$ cat config.mk
export PLATFORM = sky130hd
export DESIGN_NAME = pipe_ctrl
export DESIGN_NICKNAME = d
export VERILOG_FILES = /design/src/rtl/pipe_pkg.sv /design/src/rtl/reg_scoreboard.sv /design/src/rtl/pipe_ctrl.sv
export SDC_FILE = /design/constraint.sdc
export NUM_CORES = 1
export LEC_CHECK = 0
export CAP_MARGIN = 0
export CORE_MARGIN = 1
export CORE_UTILIZATION = 53
export CTS_BUF_LIST = sky130_fd_sc_hd__clkbuf_4
export DETAILED_ROUTE_END_ITERATION = 16
export PLACE_DENSITY = 0.92
export SYNTH_ARGS = -nofsm -noshare
export SYNTH_HDL_FRONTEND = slang
export SYNTH_HIERARCHICAL = 1
export SYNTH_SLANG_ARGS = --single-unit
$ cat constraint.sdc
create_clock -name clk -period 3.6 [get_ports clk]
set_clock_uncertainty 0.2 [all_clocks]
set_input_delay 0.72 -clock clk [delete_from_list [all_inputs] [get_ports clk]]
set_output_delay 0.72 -clock clk [all_outputs]
set_load 0.1 [all_outputs]
$ cat src/rtl/pipe_pkg.sv
// Shared types and constants for the pipeline control unit: FSM state,
// per-stage register control pair, and stage indices.
package pipe_pkg;

  typedef enum logic {
    RUN      = 1'b0,
    MEM_WAIT = 1'b1
  } ctrl_state_t;

  typedef struct packed {
    logic wr_en;
    logic bubble;
  } stage_ctrl_t;

  localparam int NUM_STAGES = 4;
  localparam int IF_ID      = 0;
  localparam int ID_EX      = 1;
  localparam int EX_MEM     = 2;
  localparam int MEM_WB     = 3;

  localparam stage_ctrl_t STG_ADV  = '{wr_en: 1'b1, bubble: 1'b0};
  localparam stage_ctrl_t STG_HOLD = '{wr_en: 1'b0, bubble: 1'b0};
  localparam stage_ctrl_t STG_BUB  = '{wr_en: 1'b1, bubble: 1'b1};
  localparam stage_ctrl_t STG_RST  = '{wr_en: 1'b0, bubble: 1'b1};

endpackage

$ cat src/rtl/reg_scoreboard.sv
// Pending-write scoreboard: one busy bit per architectural register (x0 excluded),
// set-wins-over-clear, with two combinational read ports.
module reg_scoreboard
  import pipe_pkg::*;
#(
  parameter int NREG  = 32,
  parameter int REG_W = 5
) (
  input  logic             clk,
  input  logic             reset,
  input  logic             set_en,
  input  logic [REG_W-1:0] set_idx,
  input  logic             clr_en,
  input  logic [REG_W-1:0] clr_idx,
  input  logic [REG_W-1:0] rd_idx0,
  input  logic [REG_W-1:0] rd_idx1,
  output logic             hit0,
  output logic             hit1
);

  logic [NREG-1:0] busy;

  assign busy[0] = 1'b0;

  for (genvar g = 1; g < NREG; g++) begin : g_bit
    logic b;
    always_ff @(posedge clk or negedge reset) begin
      if (!reset)                                 b <= 1'b0;
      else if (set_en && set_idx == REG_W'(g))    b <= 1'b1;
      else if (clr_en && clr_idx == REG_W'(g))    b <= 1'b0;
    end
    assign busy[g] = b;
  end

  assign hit0 = busy[rd_idx0];
  assign hit1 = busy[rd_idx1];

endmodule

$ cat src/rtl/pipe_ctrl.sv
// Pipeline stall/bubble/flush controller for a 5-stage pipe.
// Optional perf counters are built when PIPE_CTRL_PERF_EN is defined.
module pipe_ctrl
  import pipe_pkg::*;
#(
  parameter int NREG  = 32,
  parameter int REG_W = 5,
  parameter int CNT_W = 32
) (
  input  logic             clk,
  input  logic             reset,
  input  logic             if_busy,
  input  logic             id_valid,
  input  logic [REG_W-1:0] id_rs1,
  input  logic [REG_W-1:0] id_rs2,
  input  logic             id_use_rs1,
  input  logic             id_use_rs2,
  input  logic [REG_W-1:0] id_rd,
  input  logic             id_en_rd,
  input  logic             ex_branch_taken,
  input  logic             mem_req,
  input  logic             mem_done,
  input  logic             wb_valid,
  input  logic             wb_en_rd,
  input  logic [REG_W-1:0] wb_rd,
  output logic             pc_wr_en,
  output logic             if_id_wr_en,
  output logic             if_id_bubble,
  output logic             id_ex_wr_en,
  output logic             id_ex_bubble,
  output logic             ex_mem_wr_en,
  output logic             ex_mem_bubble,
  output logic             mem_wb_wr_en,
  output logic             mem_wb_bubble
`ifdef PIPE_CTRL_PERF_EN
  ,
  output logic [CNT_W-1:0] stall_cycles,
  output logic [CNT_W-1:0] flush_count
`endif
);

  ctrl_state_t                   state, state_nxt;
  stage_ctrl_t [NUM_STAGES-1:0]  stg;
  logic                          pc_en;
  logic                          mem_stall;
  logic                          flush;
  logic                          hit1, hit2;
  logic                          data_haz;
  logic                          sb_set;

  reg_scoreboard #(.NREG(NREG), .REG_W(REG_W)) u_sb (
    .clk     (clk),
    .reset   (reset),
    .set_en  (sb_set),
    .set_idx (id_rd),
    .clr_en  (wb_valid & wb_en_rd),
    .clr_idx (wb_rd),
    .rd_idx0 (id_rs1),
    .rd_idx1 (id_rs2),
    .hit0    (hit1),
    .hit1    (hit2)
  );

  assign data_haz = id_valid & ((id_use_rs1 & hit1) | (id_use_rs2 & hit2));

  // MEM_WAIT stalls until the completion pulse; a same-cycle completion in RUN is free.
  assign mem_stall = (state == MEM_WAIT) ? ~mem_done : (mem_req & ~mem_done);

  always_ff @(posedge clk or negedge reset) begin
    if (!reset) state <= RUN;
    else        state <= state_nxt;
  end

  always_comb begin
    state_nxt = state;
    pc_en     = 1'b1;
    flush     = 1'b0;
    for (int s = 0; s < NUM_STAGES; s++) stg[s] = STG_ADV;

    case (state)
      RUN:      if (mem_req && !mem_done) state_nxt = MEM_WAIT;
      MEM_WAIT: if (mem_done)             state_nxt = RUN;
      default:                            state_nxt = RUN;
    endcase

    if (mem_stall) begin
      pc_en       = 1'b0;
      stg[IF_ID]  = STG_HOLD;
      stg[ID_EX]  = STG_HOLD;
      stg[EX_MEM] = STG_HOLD;
      stg[MEM_WB] = STG_BUB;
    end else if (ex_branch_taken) begin
      flush      = 1'b1;
      stg[IF_ID] = STG_BUB;
      stg[ID_EX] = STG_BUB;
    end else if (data_haz) begin
      pc_en      = 1'b0;
      stg[IF_ID] = STG_HOLD;
      stg[ID_EX] = STG_BUB;
    end else if (if_busy) begin
      pc_en      = 1'b0;
      stg[IF_ID] = STG_BUB;
    end

    // Outputs are combinational, so they must be forced while reset is held.
    if (!reset) begin
      pc_en = 1'b0;
      flush = 1'b0;
      for (int s = 0; s < NUM_STAGES; s++) stg[s] = STG_RST;
    end
  end

  assign sb_set = stg[ID_EX].wr_en & ~stg[ID_EX].bubble & id_valid & id_en_rd &
                  (id_rd != '0);

  assign pc_wr_en      = pc_en;
  assign if_id_wr_en   = stg[IF_ID].wr_en;
  assign if_id_bubble  = stg[IF_ID].bubble;
  assign id_ex_wr_en   = stg[ID_EX].wr_en;
  assign id_ex_bubble  = stg[ID_EX].bubble;
  assign ex_mem_wr_en  = stg[EX_MEM].wr_en;
  assign ex_mem_bubble = stg[EX_MEM].bubble;
  assign mem_wb_wr_en  = stg[MEM_WB].wr_en;
  assign mem_wb_bubble = stg[MEM_WB].bubble;

`ifdef PIPE_CTRL_PERF_EN
  always_ff @(posedge clk or negedge reset) begin
    if (!reset) begin
      stall_cycles <= '0;
      flush_count  <= '0;
    end else begin
      if (!pc_en && stall_cycles != '1) stall_cycles <= stall_cycles + 1'b1;
      if (flush && flush_count != '1)   flush_count  <= flush_count + 1'b1;
    end
  end
`else
  logic perf_unused;
  assign perf_unused = ^{flush, CNT_W};
`endif

endmodule

==> impl_metrics.toml <==
[routing]
avgRoutedWirePerCell_um = 19.78
avgViaCountPerCell = 6.564
final_antenna_net_count = 0
drc = 0
drt_first_pass_iters = 5
vias = 2199
first_iter_violations = 153
finalWirelength_um = 6626

[outcome]
status = "finished, violations left"
violations = "negative setup slack"

[logic_synthesis]
synth_cell_type_count = 35
async_flop_share = 1.000
yosysTopAreaCell = "dfrtp_1"
synth-edff-count = 0
synth_ff_type = "dfrtp_1"
syn_nets = 256
yosysWarnings = 6
synthTopCellsByArea = "dfrtp_1 39%, o21ai_0 15%, mux2i_1 8.3%, mux4_1 3.8%, nand3_1 3.4%"
syn_area_per_cell_um2 = 9.149
yosysTopAreaCellShare = 0.3907
synth_common_cells = "62 x o21ai_0, 32 x dfrtp_1, 17 x mux2i_1"
yosysSeqAreaShare = 0.3907
synthesis.area_um2 = 2049
post-synth-top-count-cell = "o21ai_0"
syn_inst = 224
ys_seq_elements = 32

[cts]
htreeDepth = 2
cts_sinks = 32
numCtsBuffers = 5
cts_tree = "done"
clockBufferDepth = 2
clock_latency_ns = 0.34
cts-root-buf = "clkbuf_4"
clk_pin_slew_ns = 0.09

[timing]
slew_headroom = 0.7355
rsz0062_at_grt = "yes"
setup_violations = 1
setup_tns_ns = -0.01415
report.final.hold_viol_count = 0
slew_viol_final = 0
hold_ws_ns = 0.3722
period_minus_slack_ns = 3.614
fin_crit_sh = 1.004
worst_slack_ns = -0.01415
tightestPinTransition_ns = 0.3955
max_clock_freq_mhz = 276.7

[floorplan]
core_region_area_um2 = 3689
rows = 22
die_w_um = 64.19
die_area_um2 = 4120
initial_utilization = 0.5556
pin_count = 41
die_height_um = 64.19

[worst_setup_path]
endpoint_kind = "output port"
ff2ff_setup_slack_ns = 0.45
worstPathMaxFanout = 3
start_kind = "input port"
required_ns = 2.68
crit_type = "input port to output port"
worstPathArrival_ns = 2.69
ff2ff_path_depth = 12

[place]
hpwl_um = 4950
place_area_um2 = 2730
dp.cells = 322
io_buffers = 40
finalWeightedCongestion = 0.9396
pre_cts_ws_ns = -0.4436

[power]
comb_power_share = 0.315
seq_power_share = 0.461
p_total_mw = 0.8591
sw_frac_of_total = 0.3371
internal_power_mw = 0.5695
total_leakage_power_nw = 1.225
pwr-share-clk = 0.224
powerDensity_nw_per_um2 = 302.5
peakVddDrop_mv = 0.2009
p_switching_mw = 0.2896

[final_layout]
fin_nets = 318
finish.instance_area_um2 = 2840
stdcell_count = 335
drive_gt1_frac = 0.2091
nFillCells = 286
fin_util = 0.7700
syn_to_final_growth_pct = 38.58
diodes = 0
register_area_um2 = 800.8
multi_input_area_um2 = 1206

[global_routing]
grt_pass1_wl_um = 10660
grt_max_degree = 32
antenna_found_initial = 0
grt_usage = 0.3519
grt_pass1_vias = 2122
grt_overflow = 0

[min_path]
hold_path_depth = 2
hp-class = "flip-flop to flip-flop"

[flow_run]
maxCapViolCount = 0
[area by class of cell]
cell class                      instances  area share
Multi-Input combinational cell        178      0.4247
Sequential cell                        32      0.2819
Timing Repair Buffer                   63      0.2449
Tap cell                               48     0.02115
Clock buffer                            5     0.01322
Inverter                                6    0.009251
Clock inverter                          3    0.004846
[layer usage]
| layer | vias up | global-route usage | share of wire |
|---|---|---|---|
| met4 | 0 | 0.1444 | 0.037 |
| li1 | 960 | - | - |
| met2 | 145 | 0.5785 | 0.47 |
| met3 | 29 | 0.07143 | 0.090 |
| met5 | - | 0 | 0 |
| met1 | 1065 | 0.4524 | 0.41 |
[flip-flops by register name, summed over array words and instances, names as in the netlist]
signal	count
state	1
u_sb/g_bit.b	31
[cell families (layout without fill, tap and decap cells)]
logic type / count (synthesis) / in the layout / synth area share
and+or+nand+nor: 72 / 72 / 0.1917
DFF: 32 / 32 / 0.3907
AOI/OAI and AO/OA: 81 / 81 / 0.2167
buffers and inverters: 14 / 77 / 0.03540
muxes: 25 / 25 / 0.1654
[worst max-delay path: stages]
cell      delay (ns)
buf_8           0.10
buf_6           0.11
mux4_2          0.32
nor2_1          0.04
or4_1           0.50
nand4_1         0.12
a22oi_2         0.11
buf_4           0.15
o211ai_1        0.23
nand2_2         0.10
buf_12          0.17
[timing repair]
item                                   CTS  global route
pin swaps                                6             3
endpoints found under the hold margin    0             0
setup endpoints to repair               13             4
hold buffers                             0             0
gates cloned                             1             0
gates resized for setup                 23             6
setup buffers                            2             2
[placed cells by master (no fill, tap or decap), types with 2 or more instances in the layout]
master | synthesis | layout
or4_1 | 2 | 2
o211ai_1 | 2 | 2
nand2_1 | 11 | 9
o21ai_0 | 62 | 62
nand2b_1 | 10 | 10
a22oi_1 | 5 | 4
nor3_1 | 3 | 2
buf_12 | 0 | 10
buf_6 | 1 | 2
clkdlybuf4s50_1 | 0 | 24
mux4_2 | 3 | 5
inv_1 | 6 | 5
nor2_1 | 9 | 8
nand4_1 | 4 | 4
nand3b_1 | 2 | 2
clkinv_2 | 0 | 2
nand4b_1 | 3 | 3
clkbuf_4 | 0 | 5
a21oi_1 | 6 | 6
or2_2 | 2 | 2
mux2i_1 | 17 | 16
dfrtp_1 | 32 | 32
dlygate4sd2_1 | 0 | 2
nand3_1 | 14 | 14
nand2_2 | 0 | 2
buf_2 | 4 | 2
buf_4 | 2 | 19
nor2b_1 | 9 | 9
[power by group through the flow]
stage,logic (mW),clock network [mW],registers (mW)
finish,0.271,0.192,0.396
global route,0.286,0.211,0.398
CTS,0.266,0.197,0.395
detailed placement,0.258,0,0.402
global placement,0.252,0,0.400
floorplan,0.141,0,0.393
[path summary, 6_finish.rpt]
check                                   end              from
setup / recovery               if_id_bubble         id_rs1[0]
hold / removal             u_sb/g_bit[30].b  u_sb/g_bit[30].b
setup reg to reg            u_sb/g_bit[1].b  u_sb/g_bit[21].b
hold reg to reg            u_sb/g_bit[30].b  u_sb/g_bit[30].b
max in group asynchronous   u_sb/g_bit[1].b             reset
min in group asynchronous             state             reset
Note: power is estimated with default switching activity, not from simulation.
